==> config.mk <==
export PLATFORM = sky130hd
export DESIGN_NAME = audio_seq_ctrl_flat
export DESIGN_NICKNAME = d
export VERILOG_FILES = /design/src/rtl/audio_seq_ctrl_if.sv /design/src/rtl/audio_seq_ctrl.sv /design/src/flat_wrapper.sv
export SDC_FILE = /design/constraint.sdc
export NUM_CORES = 1
export LEC_CHECK = 0
export ABC_AREA = 0
export BUFFER_PORTS_ARGS = -buffer_cell sky130_fd_sc_hd__clkbuf_2
export CAP_MARGIN = 40
export CORE_ASPECT_RATIO = 1.4
export CORE_MARGIN = 5
export CORE_UTILIZATION = 40
export DETAILED_ROUTE_END_ITERATION = 8
export RECOVER_POWER = 100
export SYNTH_ARGS = -nofsm -noshare
export SYNTH_HDL_FRONTEND = slang
export SYNTH_SLANG_ARGS = --single-unit
==> constraint.sdc <==
create_clock -name clk_in -period 3.55 [get_ports clk_in]
set_input_delay 0.355 -clock clk_in [delete_from_list [all_inputs] [get_ports clk_in]]
set_output_delay 0.355 -clock clk_in [all_outputs]
set_load 0.1 [all_outputs]
==> src/rtl/audio_seq_ctrl_if.sv <==
// Signal bundle between the record/playback sequencer and its surroundings:
// user controls, microphone front end, sample RAM port, PWM duty port and status.
//   master : the sequencer (drives mic_en, RAM address/strobes, PWM duty, status)
//   slave  : the environment (drives controls, mic samples, RAM read data)
interface audio_seq_ctrl_if #(
    parameter int ADDR_W   = 10,
    parameter int SAMPLE_W = 8,
    parameter int DUTY_W   = 6
);
    logic                rec_start;
    logic                play_start;
    logic                stop;
    logic                loop_en;
    logic                mic_en;
    logic                mic_valid;
    logic [SAMPLE_W-1:0] mic_data;
    logic [ADDR_W-1:0]   mem_addr;
    logic                mem_we;
    logic [SAMPLE_W-1:0] mem_wdata;
    logic                mem_re;
    logic [SAMPLE_W-1:0] mem_rdata;
    logic [DUTY_W-1:0]   pwm_duty;
    logic                pwm_load;
    logic [ADDR_W:0]     rec_len;
    logic                busy;
    logic                done;
    logic [1:0]          state_dbg;

    modport master (
        input  rec_start, play_start, stop, loop_en, mic_valid, mic_data, mem_rdata,
        output mic_en, mem_addr, mem_we, mem_wdata, mem_re, pwm_duty, pwm_load,
               rec_len, busy, done, state_dbg
    );

    modport slave (
        output rec_start, play_start, stop, loop_en, mic_valid, mic_data, mem_rdata,
        input  mic_en, mem_addr, mem_we, mem_wdata, mem_re, pwm_duty, pwm_load,
               rec_len, busy, done, state_dbg
    );
endinterface

==> src/rtl/audio_seq_ctrl.sv <==
// Record/playback sequencer for the microphone-to-PWM audio path.
// Records mic samples into an external single-port RAM, then plays them back
// one sample every SAMPLE_DIV clocks as PWM duty values (once or looping).
// Ports:
//   clk_in  : system clock, rising edge
//   rst_n   : asynchronous active-low reset
//   io_bus  : audio_seq_ctrl_if master (controls, mic, RAM port, PWM, status)
//
// state  | meaning
// S_IDLE | waiting for rec_start / play_start
// S_REC  | mic enabled, each mic sample written to the next RAM address
// S_PLAY | one RAM read per SAMPLE_DIV ticks, result loaded into the PWM duty
module audio_seq_ctrl #(
    parameter int ADDR_W     = 10,
    parameter int SAMPLE_W   = 8,
    parameter int DUTY_W     = 6,
    parameter int SAMPLE_DIV = 2048
) (
    input  logic             clk_in,
    input  logic             rst_n,
    audio_seq_ctrl_if.master io_bus
);
    localparam int TICK_W = (SAMPLE_DIV > 1) ? $clog2(SAMPLE_DIV) : 1;
    localparam logic [TICK_W-1:0] TICK_LAST = TICK_W'(SAMPLE_DIV - 1);
    localparam logic [ADDR_W:0]   DEPTH     = {1'b1, {ADDR_W{1'b0}}};

    typedef enum logic [1:0] {
        S_IDLE = 2'd0,
        S_REC  = 2'd1,
        S_PLAY = 2'd2
    } state_t;

    state_t              r_state,    w_state;
    logic [ADDR_W-1:0]   r_addr,     w_addr;
    logic [ADDR_W:0]     r_rec_len,  w_rec_len;
    logic [TICK_W-1:0]   r_tick,     w_tick;
    logic                r_mic_en,   w_mic_en;
    logic [ADDR_W-1:0]   r_mem_addr, w_mem_addr;
    logic                r_mem_we,   w_mem_we;
    logic [SAMPLE_W-1:0] r_mem_wdata, w_mem_wdata;
    logic                r_mem_re,   w_mem_re;
    logic                r_rd_pend,  w_rd_pend;
    logic [DUTY_W-1:0]   r_pwm_duty, w_pwm_duty;
    logic                r_pwm_load, w_pwm_load;
    logic                r_done,     w_done;
    logic [TICK_W-1:0]   w_tick_nxt;
    logic                w_last_rd;
    logic                w_unused_rdata_lsb;

    // Only the duty MSBs of a sample reach the PWM.
    assign w_unused_rdata_lsb = ^io_bus.mem_rdata[SAMPLE_W-DUTY_W-1:0];

    always_comb begin
        w_state     = r_state;
        w_addr      = r_addr;
        w_rec_len   = r_rec_len;
        w_tick      = r_tick;
        w_mic_en    = r_mic_en;
        w_mem_addr  = r_mem_addr;
        w_mem_we    = 1'b0;
        w_mem_wdata = r_mem_wdata;
        w_mem_re    = 1'b0;
        w_rd_pend   = 1'b0;
        w_pwm_duty  = r_pwm_duty;
        w_pwm_load  = 1'b0;
        w_done      = 1'b0;
        w_tick_nxt  = (r_tick == TICK_LAST) ? '0 : r_tick + TICK_W'(1);
        // mem_addr still holds the in-flight read address when its data lands,
        // because the next read is at least three cycles away.
        w_last_rd   = ({1'b0, r_mem_addr} == r_rec_len - (ADDR_W+1)'(1));

        if (io_bus.stop) begin
            // Dropping rd_pend discards any read already in flight.
            w_state    = S_IDLE;
            w_mic_en   = 1'b0;
            w_pwm_duty = '0;
        end else begin
            case (r_state)
                S_IDLE: begin
                    if (io_bus.rec_start) begin
                        w_state   = S_REC;
                        w_addr    = '0;
                        w_rec_len = '0;
                        w_mic_en  = 1'b1;
                    end else if (io_bus.play_start && (r_rec_len != '0)) begin
                        // First read is issued on entry so it lands on tick 0.
                        w_state    = S_PLAY;
                        w_tick     = '0;
                        w_mem_re   = 1'b1;
                        w_mem_addr = '0;
                        w_addr     = ADDR_W'(1);
                    end
                end
                S_REC: begin
                    // rec_len reaches DEPTH while the final write is on the bus;
                    // finish one cycle later so mem_we never shows outside REC.
                    if (r_rec_len == DEPTH) begin
                        w_state  = S_IDLE;
                        w_mic_en = 1'b0;
                        w_done   = 1'b1;
                    end else if (io_bus.mic_valid) begin
                        w_mem_we    = 1'b1;
                        w_mem_addr  = r_addr;
                        w_mem_wdata = io_bus.mic_data;
                        w_addr      = r_addr + ADDR_W'(1);
                        w_rec_len   = r_rec_len + (ADDR_W+1)'(1);
                    end
                end
                S_PLAY: begin
                    w_tick    = w_tick_nxt;
                    w_rd_pend = r_mem_re;
                    if (r_rd_pend) begin
                        w_pwm_duty = io_bus.mem_rdata[SAMPLE_W-1 -: DUTY_W];
                        w_pwm_load = 1'b1;
                        if (w_last_rd) begin
                            if (io_bus.loop_en) begin
                                w_addr = '0;
                            end else begin
                                w_state = S_IDLE;
                                w_done  = 1'b1;
                            end
                        end
                    end
                    if ((w_tick_nxt == '0) && (w_state == S_PLAY)) begin
                        w_mem_re   = 1'b1;
                        w_mem_addr = w_addr;
                        w_addr     = w_addr + ADDR_W'(1);
                    end
                end
                default: w_state = S_IDLE;
            endcase
        end
    end

    always_ff @(posedge clk_in or negedge rst_n) begin
        if (!rst_n) begin
            r_state     <= S_IDLE;
            r_addr      <= '0;
            r_rec_len   <= '0;
            r_tick      <= '0;
            r_mic_en    <= 1'b0;
            r_mem_addr  <= '0;
            r_mem_we    <= 1'b0;
            r_mem_wdata <= '0;
            r_mem_re    <= 1'b0;
            r_rd_pend   <= 1'b0;
            r_pwm_duty  <= '0;
            r_pwm_load  <= 1'b0;
            r_done      <= 1'b0;
        end else begin
            r_state     <= w_state;
            r_addr      <= w_addr;
            r_rec_len   <= w_rec_len;
            r_tick      <= w_tick;
            r_mic_en    <= w_mic_en;
            r_mem_addr  <= w_mem_addr;
            r_mem_we    <= w_mem_we;
            r_mem_wdata <= w_mem_wdata;
            r_mem_re    <= w_mem_re;
            r_rd_pend   <= w_rd_pend;
            r_pwm_duty  <= w_pwm_duty;
            r_pwm_load  <= w_pwm_load;
            r_done      <= w_done;
        end
    end

    assign io_bus.mic_en    = r_mic_en;
    assign io_bus.mem_addr  = r_mem_addr;
    assign io_bus.mem_we    = r_mem_we;
    assign io_bus.mem_wdata = r_mem_wdata;
    assign io_bus.mem_re    = r_mem_re;
    assign io_bus.pwm_duty  = r_pwm_duty;
    assign io_bus.pwm_load  = r_pwm_load;
    assign io_bus.rec_len   = r_rec_len;
    assign io_bus.busy      = (r_state != S_IDLE);
    assign io_bus.done      = r_done;
    assign io_bus.state_dbg = r_state;
endmodule
==> src/flat_wrapper.sv <==
// flat-port wrapper written by rule: the top's interface ports become plain ports
module audio_seq_ctrl_flat 
#(
    parameter int ADDR_W     = 10,
    parameter int SAMPLE_W   = 8,
    parameter int DUTY_W     = 6,
    parameter int SAMPLE_DIV = 2048
)
  (clk_in, rst_n, io_bus_rec_start, io_bus_play_start, io_bus_stop, io_bus_loop_en, io_bus_mic_valid, io_bus_mic_data, io_bus_mem_rdata, io_bus_mic_en, io_bus_mem_addr, io_bus_mem_we, io_bus_mem_wdata, io_bus_mem_re, io_bus_pwm_duty, io_bus_pwm_load, io_bus_rec_len, io_bus_busy, io_bus_done, io_bus_state_dbg);
  audio_seq_ctrl_if #(.ADDR_W(ADDR_W), .SAMPLE_W(SAMPLE_W), .DUTY_W(DUTY_W)) io_bus_i ();
  input  logic clk_in;
  input  logic rst_n;
  input wire logic [$bits(io_bus_i.rec_start)-1:0] io_bus_rec_start;
  input wire logic [$bits(io_bus_i.play_start)-1:0] io_bus_play_start;
  input wire logic [$bits(io_bus_i.stop)-1:0] io_bus_stop;
  input wire logic [$bits(io_bus_i.loop_en)-1:0] io_bus_loop_en;
  input wire logic [$bits(io_bus_i.mic_valid)-1:0] io_bus_mic_valid;
  input wire logic [$bits(io_bus_i.mic_data)-1:0] io_bus_mic_data;
  input wire logic [$bits(io_bus_i.mem_rdata)-1:0] io_bus_mem_rdata;
  output wire logic [$bits(io_bus_i.mic_en)-1:0] io_bus_mic_en;
  output wire logic [$bits(io_bus_i.mem_addr)-1:0] io_bus_mem_addr;
  output wire logic [$bits(io_bus_i.mem_we)-1:0] io_bus_mem_we;
  output wire logic [$bits(io_bus_i.mem_wdata)-1:0] io_bus_mem_wdata;
  output wire logic [$bits(io_bus_i.mem_re)-1:0] io_bus_mem_re;
  output wire logic [$bits(io_bus_i.pwm_duty)-1:0] io_bus_pwm_duty;
  output wire logic [$bits(io_bus_i.pwm_load)-1:0] io_bus_pwm_load;
  output wire logic [$bits(io_bus_i.rec_len)-1:0] io_bus_rec_len;
  output wire logic [$bits(io_bus_i.busy)-1:0] io_bus_busy;
  output wire logic [$bits(io_bus_i.done)-1:0] io_bus_done;
  output wire logic [$bits(io_bus_i.state_dbg)-1:0] io_bus_state_dbg;
  assign io_bus_i.rec_start = io_bus_rec_start;
  assign io_bus_i.play_start = io_bus_play_start;
  assign io_bus_i.stop = io_bus_stop;
  assign io_bus_i.loop_en = io_bus_loop_en;
  assign io_bus_i.mic_valid = io_bus_mic_valid;
  assign io_bus_i.mic_data = io_bus_mic_data;
  assign io_bus_i.mem_rdata = io_bus_mem_rdata;
  assign io_bus_mic_en = io_bus_i.mic_en;
  assign io_bus_mem_addr = io_bus_i.mem_addr;
  assign io_bus_mem_we = io_bus_i.mem_we;
  assign io_bus_mem_wdata = io_bus_i.mem_wdata;
  assign io_bus_mem_re = io_bus_i.mem_re;
  assign io_bus_pwm_duty = io_bus_i.pwm_duty;
  assign io_bus_pwm_load = io_bus_i.pwm_load;
  assign io_bus_rec_len = io_bus_i.rec_len;
  assign io_bus_busy = io_bus_i.busy;
  assign io_bus_done = io_bus_i.done;
  assign io_bus_state_dbg = io_bus_i.state_dbg;
  audio_seq_ctrl #(.ADDR_W(ADDR_W), .SAMPLE_W(SAMPLE_W), .DUTY_W(DUTY_W), .SAMPLE_DIV(SAMPLE_DIV)) u_core (.clk_in(clk_in), .rst_n(rst_n), .io_bus(io_bus_i));
endmodule
==> results of run 1 <==
## what timing repair did
item / CTS / global route
gates resized for setup: 2 / 2
hold buffers: 1 / 0
pin swaps: 2 / 1
endpoints found under the hold margin: 18 / 0
setup endpoints to repair: 1 / 12
setup buffers: 1 / 0
## power by group through the flow
stage	Combinational, mW	Sequential, mW	Clock [mW]
detailed placement	1.26	0.894	0
global route	1.32	0.890	0.859
floorplan	0.489	1.37	0
finish	1.24	0.880	0.802
CTS	1.27	0.880	0.826
global placement	1.24	0.889	0
## worst max-delay path by stage
stage | from | endpoint | slack, ns | depth (start not counted)
floorplan | u_core.io_bus.rec_len[0] | u_core.r_addr[6] | -0.25 | 14
global placement | u_core.io_bus.rec_len[1] | u_core.r_addr[6] | 0.005 | 13
detailed placement | u_core.io_bus.rec_len[1] | u_core.r_addr[6] | -0.04 | 13
CTS | u_core.io_bus.rec_len[1] | u_core.r_addr[6] | 0.01 | 13
global route | u_core.io_bus.rec_len[1] | u_core.r_addr[6] | -0.09 | 13
finish | u_core.io_bus.rec_len[1] | u_core.r_addr[6] | 0.01 | 13
## state kept, by name, indices dropped and copies added (netlist names)
register / cells
u_core.io_bus.rec_len: 11
u_core.r_tick: 11
u_core.io_bus.mem_addr: 10
u_core.r_addr: 10
u_core.io_bus.mem_wdata: 8
u_core.io_bus.pwm_duty: 6
u_core.io_bus.state_dbg: 2
u_core.io_bus.done: 1
u_core.io_bus.mem_re: 1
u_core.io_bus.mem_we: 1
u_core.io_bus.mic_en: 1
u_core.io_bus.pwm_load: 1
u_core.r_rd_pend: 1
## cell families after synthesis
kind of cell               synth area share [%]
muxes                                     2.857
DFF                                       41.09
buffers and inverters                     3.884
and+or+nand+nor                           23.08
adders and majority gates                 3.210
AOI/OAI and AO/OA                         20.93
xor gates and xnor gates                  4.944
## final cells by class
type | count | area, um^2 | area share [%]
timing repair buffer | 92 | 470.5 | 9.784
clock buffer | 9 | 225.2 | 4.684
multi-input combinational | 335 | 2235 | 46.47
tap | 132 | 165.2 | 3.435
clock inverter | 7 | 48.80 | 1.015
inverter | 12 | 50.05 | 1.041
sequential | 64 | 1614 | 33.57
## synthesized netlist by cell type, types with 10 or more instances
cell,number
inv_1,12
and3_1,13
a22o_1,13
nor2_1,29
dfrtp_1,64
a21oi_1,23
xnor2_1,13
o21ai_0,31
ha_1,10
nand2_1,37
nor3_1,19
clkbuf_1,19
nand3_1,25
## layer usage
| layer | routed length [um] | track usage (%) |
|---|---|---|
| met4 | 325 | 8.024 |
| met3 | 449 | 3.732 |
| met2 | 5814 | 33.53 |
| met5 | 0 | 0 |
| met1 | 4360 | 22.52 |
## through the flow
stage	TNS [ns]	total power [mW]	hold WS (ns)	std cells	utilization, %
after floorplan	-0.5607	1.854	0.05941	435	-
after global placement	0	2.127	0.4897	632	47.86
after detailed placement	-0.04353	2.150	0.3442	633	48.07
after CTS	0	2.976	0.2454	651	51.29
after global routing	-0.09126	3.072	0.2509	651	50.55
final	0	2.924	0.2551	651	50.55
==> summary.txt, run 1 <==
Status
  – Status: complete, no violations

Detailed routing
  – Vias per std cell: 5.604
  – Routed len/inst: 16.82 um
  – First-pass DRT Iterations: 6
  – Total number of vias: 3,648
  – DRC: 0
  – Initial DRC Count: 242
  – Total Wirelength: 10,950 um
  – Routed Antenna Nets: 0

Synth
  – Synth warn: 0
  – Area share of the largest cell type after synthesis: 41.09%
  – Post-synth EDFFs: 0
  – Post-synthesis sequential area ratio: 41.09%
  – Leading area contributor after synthesis: dfrtp_1
  – Primary FF master, synth: dfrtp_1
  – FFs w/ async S/R, synth: 100.0%
  – Synth area leaders: dfrtp_1 (41%), o21ai_0 (4.0%), nand2_1 (3.6%), ha_1 (3.2%), nand3_1 (3.2%)
  – Mean Syn Cell Area: 8.960 um^2
  – Post-synthesis cell count: 435
  – Mapped cell area: 3897 um^2
  – Syn nets: 468
  – Post-synthesis cell type count: 60
  – Synth Register Bits: 64

Final layout
  – Share of cells above drive strength 1: 18.11%
  – Nets: 547
  – Most frequent cells in the layout: dfrtp_1 (58), clkbuf_1 (50), nand2_1 (36), nor2_1 (29), o21ai_0 (29)
  – Area delta synth->final: 23.37%
  – ANT cells: 0
  – Filler cells: 957
  – Leading cell type in the layout, fill and taps excluded: dfrtp_1
  – Post-route cell area: 4808 um^2

Pwr
  – Peak supply drop: 0.2605 mV
  – Switch Pwr: 1.326 mW
  – Power Dens Cells: 608.2 nW/um^2
  – Comb power frac: 42.5%
  – Switching Fraction: 45.34%
  – Sequential share of power: 30.1%
  – Int Power: 1.599 mW
  – Clock share of power: 27.4%
  – Leak Pwr: 2.066 nW

Hold path
  – Worst Hold Class: in2reg
  – Hold path depth: 2
  – Hold Crit Endpoint: u_core.io_bus.mem_wdata[7]
  – Min-Delay Startpoint: io_bus_mic_data[7]

Setup path
  – Crit path max fanout: 4
  – FF-to-FF setup slack: 0.01 ns
  – CP most frequent cell: ha_4
  – R2R Path Start: u_core.io_bus.rec_len[1]
  – Buffer and inverter count on the worst path: 1
  – Req. time, crit path: 3.76 ns
  – Crit Path Category: reg2reg
  – Nature of the critical path endpoint: flop
  – Slowest-stage cell, CP: dfrtp_4
  – WP data arrival: 3.75 ns
  – Reg2reg path depth: 13
  – Top Family by Delay on Critical Path: simple AND/OR/NAND/NOR gates
  – Worst stage delay on the critical path: 0.48 ns
  – Worst reg2reg path endpoint: u_core.r_addr[6]
  – CP cell instances: inv_4, ha_4, or4b_4, or4_4, a2111oi_4, o2111ai_2, or3b_4, and2_4, ha_4, nand2_2, nor3_2, o21a_1, o221a_2
  – CP Launch Type: flop

Timing
  – Setup violators final: 0
  – Least-Margin Pin Slew: 1.214 ns
  – Slew Limit Fails: 0
  – Clock Skews: 0.007126 ns
  – Final Cycle Share: 99.69%
  – Final worst slack: 0.01086 ns
  – Final worst path period need: 3.539 ns
  – Slew HR: 19.43%
  – RSZ-0062 raised after global routing: true
  – Hold Violations, Final: 0
  – FMAX: 282.6 MHz

Clock network
  – Clk sinks: 64
  – CTS H-Tree Depth: 3
  – CTS tree: built
  – Clk_lat worst skew: 0.33 ns
  – Total CTS buffers: 9
  – Clock Pin Slew Worst Setup and Hold Paths: 0.06 ns
  – Max Root-Sink Buffers: 2
  – CTS root buf: clkbuf_16

Floorplanning
  – Die width: 93.43 um
  – IO Pins: 66
  – Floorplan row count: 42
  – Core area: 9512 um^2
  – Initial Utilization: 40.98%
  – Die H: 126.8 um
  – Die ar.: 11,850 um^2

Place
  – Placer Congestion: 0.8641
  – Post-Place Worst Slack: -0.04353 ns
  – Detailed Place HPWL: 8390 um
  – PortBufs: 63
  – Placed Area: 4572 um^2

Flow run
  – MaxCap Viol Count: 0

GRT
  – Vias in the first global route: 3,561
  – Largest net degree at the start of global routing: 32
  – GRT Total Usage: 19.13%
  – Grt total ovfl: 0
  – First-pass GRT wire length: 18,130 um
  – Initial antenna violation count: 0
Power figures use the tool's default switching activity.
==> inputs of run 2 (changes only) <==
==> constraint.sdc (replaced) <==
create_clock -name clk_in -period 3.55 [get_ports clk_in]
set_input_delay 0.355 -clock clk_in [delete_from_list [all_inputs] [get_ports clk_in]]
set_output_delay 0.355 -clock clk_in [all_outputs]
set_load 0.02 [all_outputs]
==> summary.txt, run 2 (synthesized netlist as in run 1, its figures left out) <==
Timing
  – Slew Limit Fails: 0 (unchanged)
  – Least-Margin Pin Slew: 1.143 ns (-0.07089 ns)
  – Hold Violations, Final: 0 (unchanged)
  – FMAX: 287.5 MHz (+1.7%)
  – Final Cycle Share: 97.99% (-1.7 points)
  – RSZ-0062 raised after global routing: true
  – Clock Skews: 0.005853 ns (-0.001273 ns)
  – TNS Setup: 0 ns (unchanged)
  – Final worst path period need: 3.479 ns (-0.06055 ns)
  – Setup violators final: 0 (unchanged)
  – Slew HR: 23.81% (+4.4 points)

GRT
  – Grt total ovfl: 0 (unchanged)
  – First-pass GRT wire length: 17,350 um (-4.3%)
  – GRT Total Usage: 18.37% (-0.76 points)
  – Vias in the first global route: 3,569 (+0.22%)
  – Largest net degree at the start of global routing: 47 (+47%)
  – Initial antenna violation count: 0 (unchanged)

Final layout
  – Area delta synth->final: 22.09%
  – ANT cells: 0 (unchanged)
  – Most frequent cells in the layout: dfrtp_1 (62), clkbuf_1 (48), nand2_1 (36), o21ai_0 (31), nor2_1 (29)
  – Share of cells above drive strength 1: 17.21% (-0.90 points)
  – Post-route cell area: 4758 um^2 (-1.0%)
  – Post-route insts no fill: 649 (-0.31%)
  – Core occupancy in the finished layout: 50.03% (-0.53 points)
  – Leading cell type in the layout, fill and taps excluded: dfrtp_1
  – Nets: 545 (-0.37%)

Hold path
  – Worst Hold Class: in2reg
  – Hold path depth: 2 (unchanged)
  – Min-Delay Startpoint: io_bus_mic_data[6]
  – Hold Crit Endpoint: u_core.io_bus.mem_wdata[6]

Setup path
  – R2R Path Start: u_core.io_bus.rec_len[0]
  – Crit Path Category: reg2reg
  – Reg2reg path depth: 13 (unchanged)
  – Crit path max fanout: 4 (unchanged)
  – FF-to-FF setup slack: 0.07 ns (+0.06 ns)
  – Worst reg2reg path endpoint: u_core.r_addr[6]
  – Nature of the critical path endpoint: flop
  – CP most frequent cell: ha_4
  – WP data arrival: 3.70 ns (-0.05 ns)
  – Slowest-stage cell, CP: or4b_4
  – CP cell instances: inv_2, ha_4, or4b_4, or4_4, a2111oi_4, o2111ai_2, or3b_4, and2_4, ha_4, nand2_2, nor3_2, o21a_1, o221a_2
  – Req. time, crit path: 3.77 ns (about the same)
  – Worst stage delay on the critical path: 0.49 ns (about the same)
  – CP Launch Type: flop

Floorplanning
  – IO Pins: 66 (unchanged)
  – Initial Utilization: 40.98% (unchanged)
  – Die width: 93.43 um (unchanged)
  – Die ar.: 11,850 um^2 (unchanged)
  – Floorplan row count: 42 (unchanged)
  – Die H: 126.8 um (unchanged)
  – Core area: 9512 um^2 (unchanged)

Clock network
  – Clk_lat worst skew: 0.33 ns (about the same)
  – CTS root buf: clkbuf_16
  – Clock Pin Slew Worst Setup and Hold Paths: 0.05 ns (about the same)
  – CTS tree: built
  – Max Root-Sink Buffers: 2 (unchanged)
  – Clk sinks: 64 (unchanged)
  – CTS H-Tree Depth: 3 (unchanged)
  – Total CTS buffers: 9 (unchanged)

Pwr
  – Tot Pwr: 2.492 mW (-15%)
  – Peak supply drop: 0.2459 mV (-5.6%)
  – Power Dens Cells: 523.8 nW/um^2 (-14%)
  – Leak Pwr: 2.061 nW (-0.27%)

Detailed routing
  – Routed len/inst: 16.36 um (-2.7%)
  – First-pass DRT Iterations: 4 (-2)
  – Routed Antenna Nets: 0 (unchanged)
  – DRC: 0 (unchanged)
  – Total Wirelength: 10,620 um (-3.0%)
  – Initial DRC Count: 175 (-28%)
  – Vias per std cell: 5.578 (-0.46%)
  – Total number of vias: 3,620 (-0.77%)

Place
  – Placed Area: 4528 um^2 (-0.96%)
  – Placed insts: 631 (-0.32%)
  – Detailed Place HPWL: 8050 um (-4.1%)
  – PortBufs: 63 (unchanged)
  – Placer Congestion: 0.9220 (+6.7%)

Flow run
  – MaxCap Viol Count: 0 (unchanged)

Status
  – Status: complete, no violations
==> run 2: how the worst max path moves through the flow <==
stage	startpoint	to	slack, ns	cells after the start
after floorplan	u_core.io_bus.rec_len[0]	u_core.r_addr[6]	-0.09	14
after global placement	u_core.io_bus.rec_len[1]	u_core.r_addr[6]	0.08	13
after detailed placement	u_core.io_bus.rec_len[0]	u_core.r_addr[6]	0.02	13
after CTS	u_core.io_bus.rec_len[0]	u_core.r_addr[6]	0.03	13
after global routing	u_core.io_bus.rec_len[0]	u_core.r_addr[6]	-0.05	13
final	u_core.io_bus.rec_len[0]	u_core.r_addr[6]	0.07	13
==> run 2: final cells by class <==
cell class	instances	area, um^2
timing repair buffer	90	440.4
tap	132	165.2
clock inverter	7	47.55
sequential	64	1604
inverter	12	45.04
clock buffer	9	225.2
multi-input combinational	335	2231
fill	908	4753
==> run 2: stage by stage <==
stage                     setup WS (ns)  hold WS (ns)
after floorplan                -0.08903       0.05941
after global placement          0.08142        0.3183
after detailed placement        0.02273        0.3164
after CTS                       0.02667        0.2397
after global routing           -0.04777        0.2573
final                           0.07142        0.2504
==> run 2: power by group <==
group          internal [mW]  switching (mW)  leakage (nW)
Clock                  0.471           0.341         0.132
Sequential             0.809          0.0650         0.869
Combinational          0.309           0.497          1.06
Total                   1.59           0.903          2.06
==> run 2: critical path: cells and delay by family, from the launching register on <==
family          cells  cell delay (ns)
fa+ha+maj           2             0.29
simple gates        6             1.67
buf+inv             1             0.08
compound gates      4             0.93
flops               1             0.41
==> run 2: layer usage <==
| metal | global-route usage [%] | part of all wire, % |
|---|---|---|
| met3 | 3.081 | 4.0 |
| met5 | 0 | 0 |
| met4 | 8.110 | 2.2 |
| met1 | 21.10 | 41 |
| met2 | 32.94 | 52 |
==> run 2: repair_timing <==
item	CTS	global route
endpoints found under the hold margin	18	0
pin swaps	0	2
gates resized for setup	1	2
buffers inserted	0	1
hold buffers	1	0
endpoints found under the setup margin	1	3
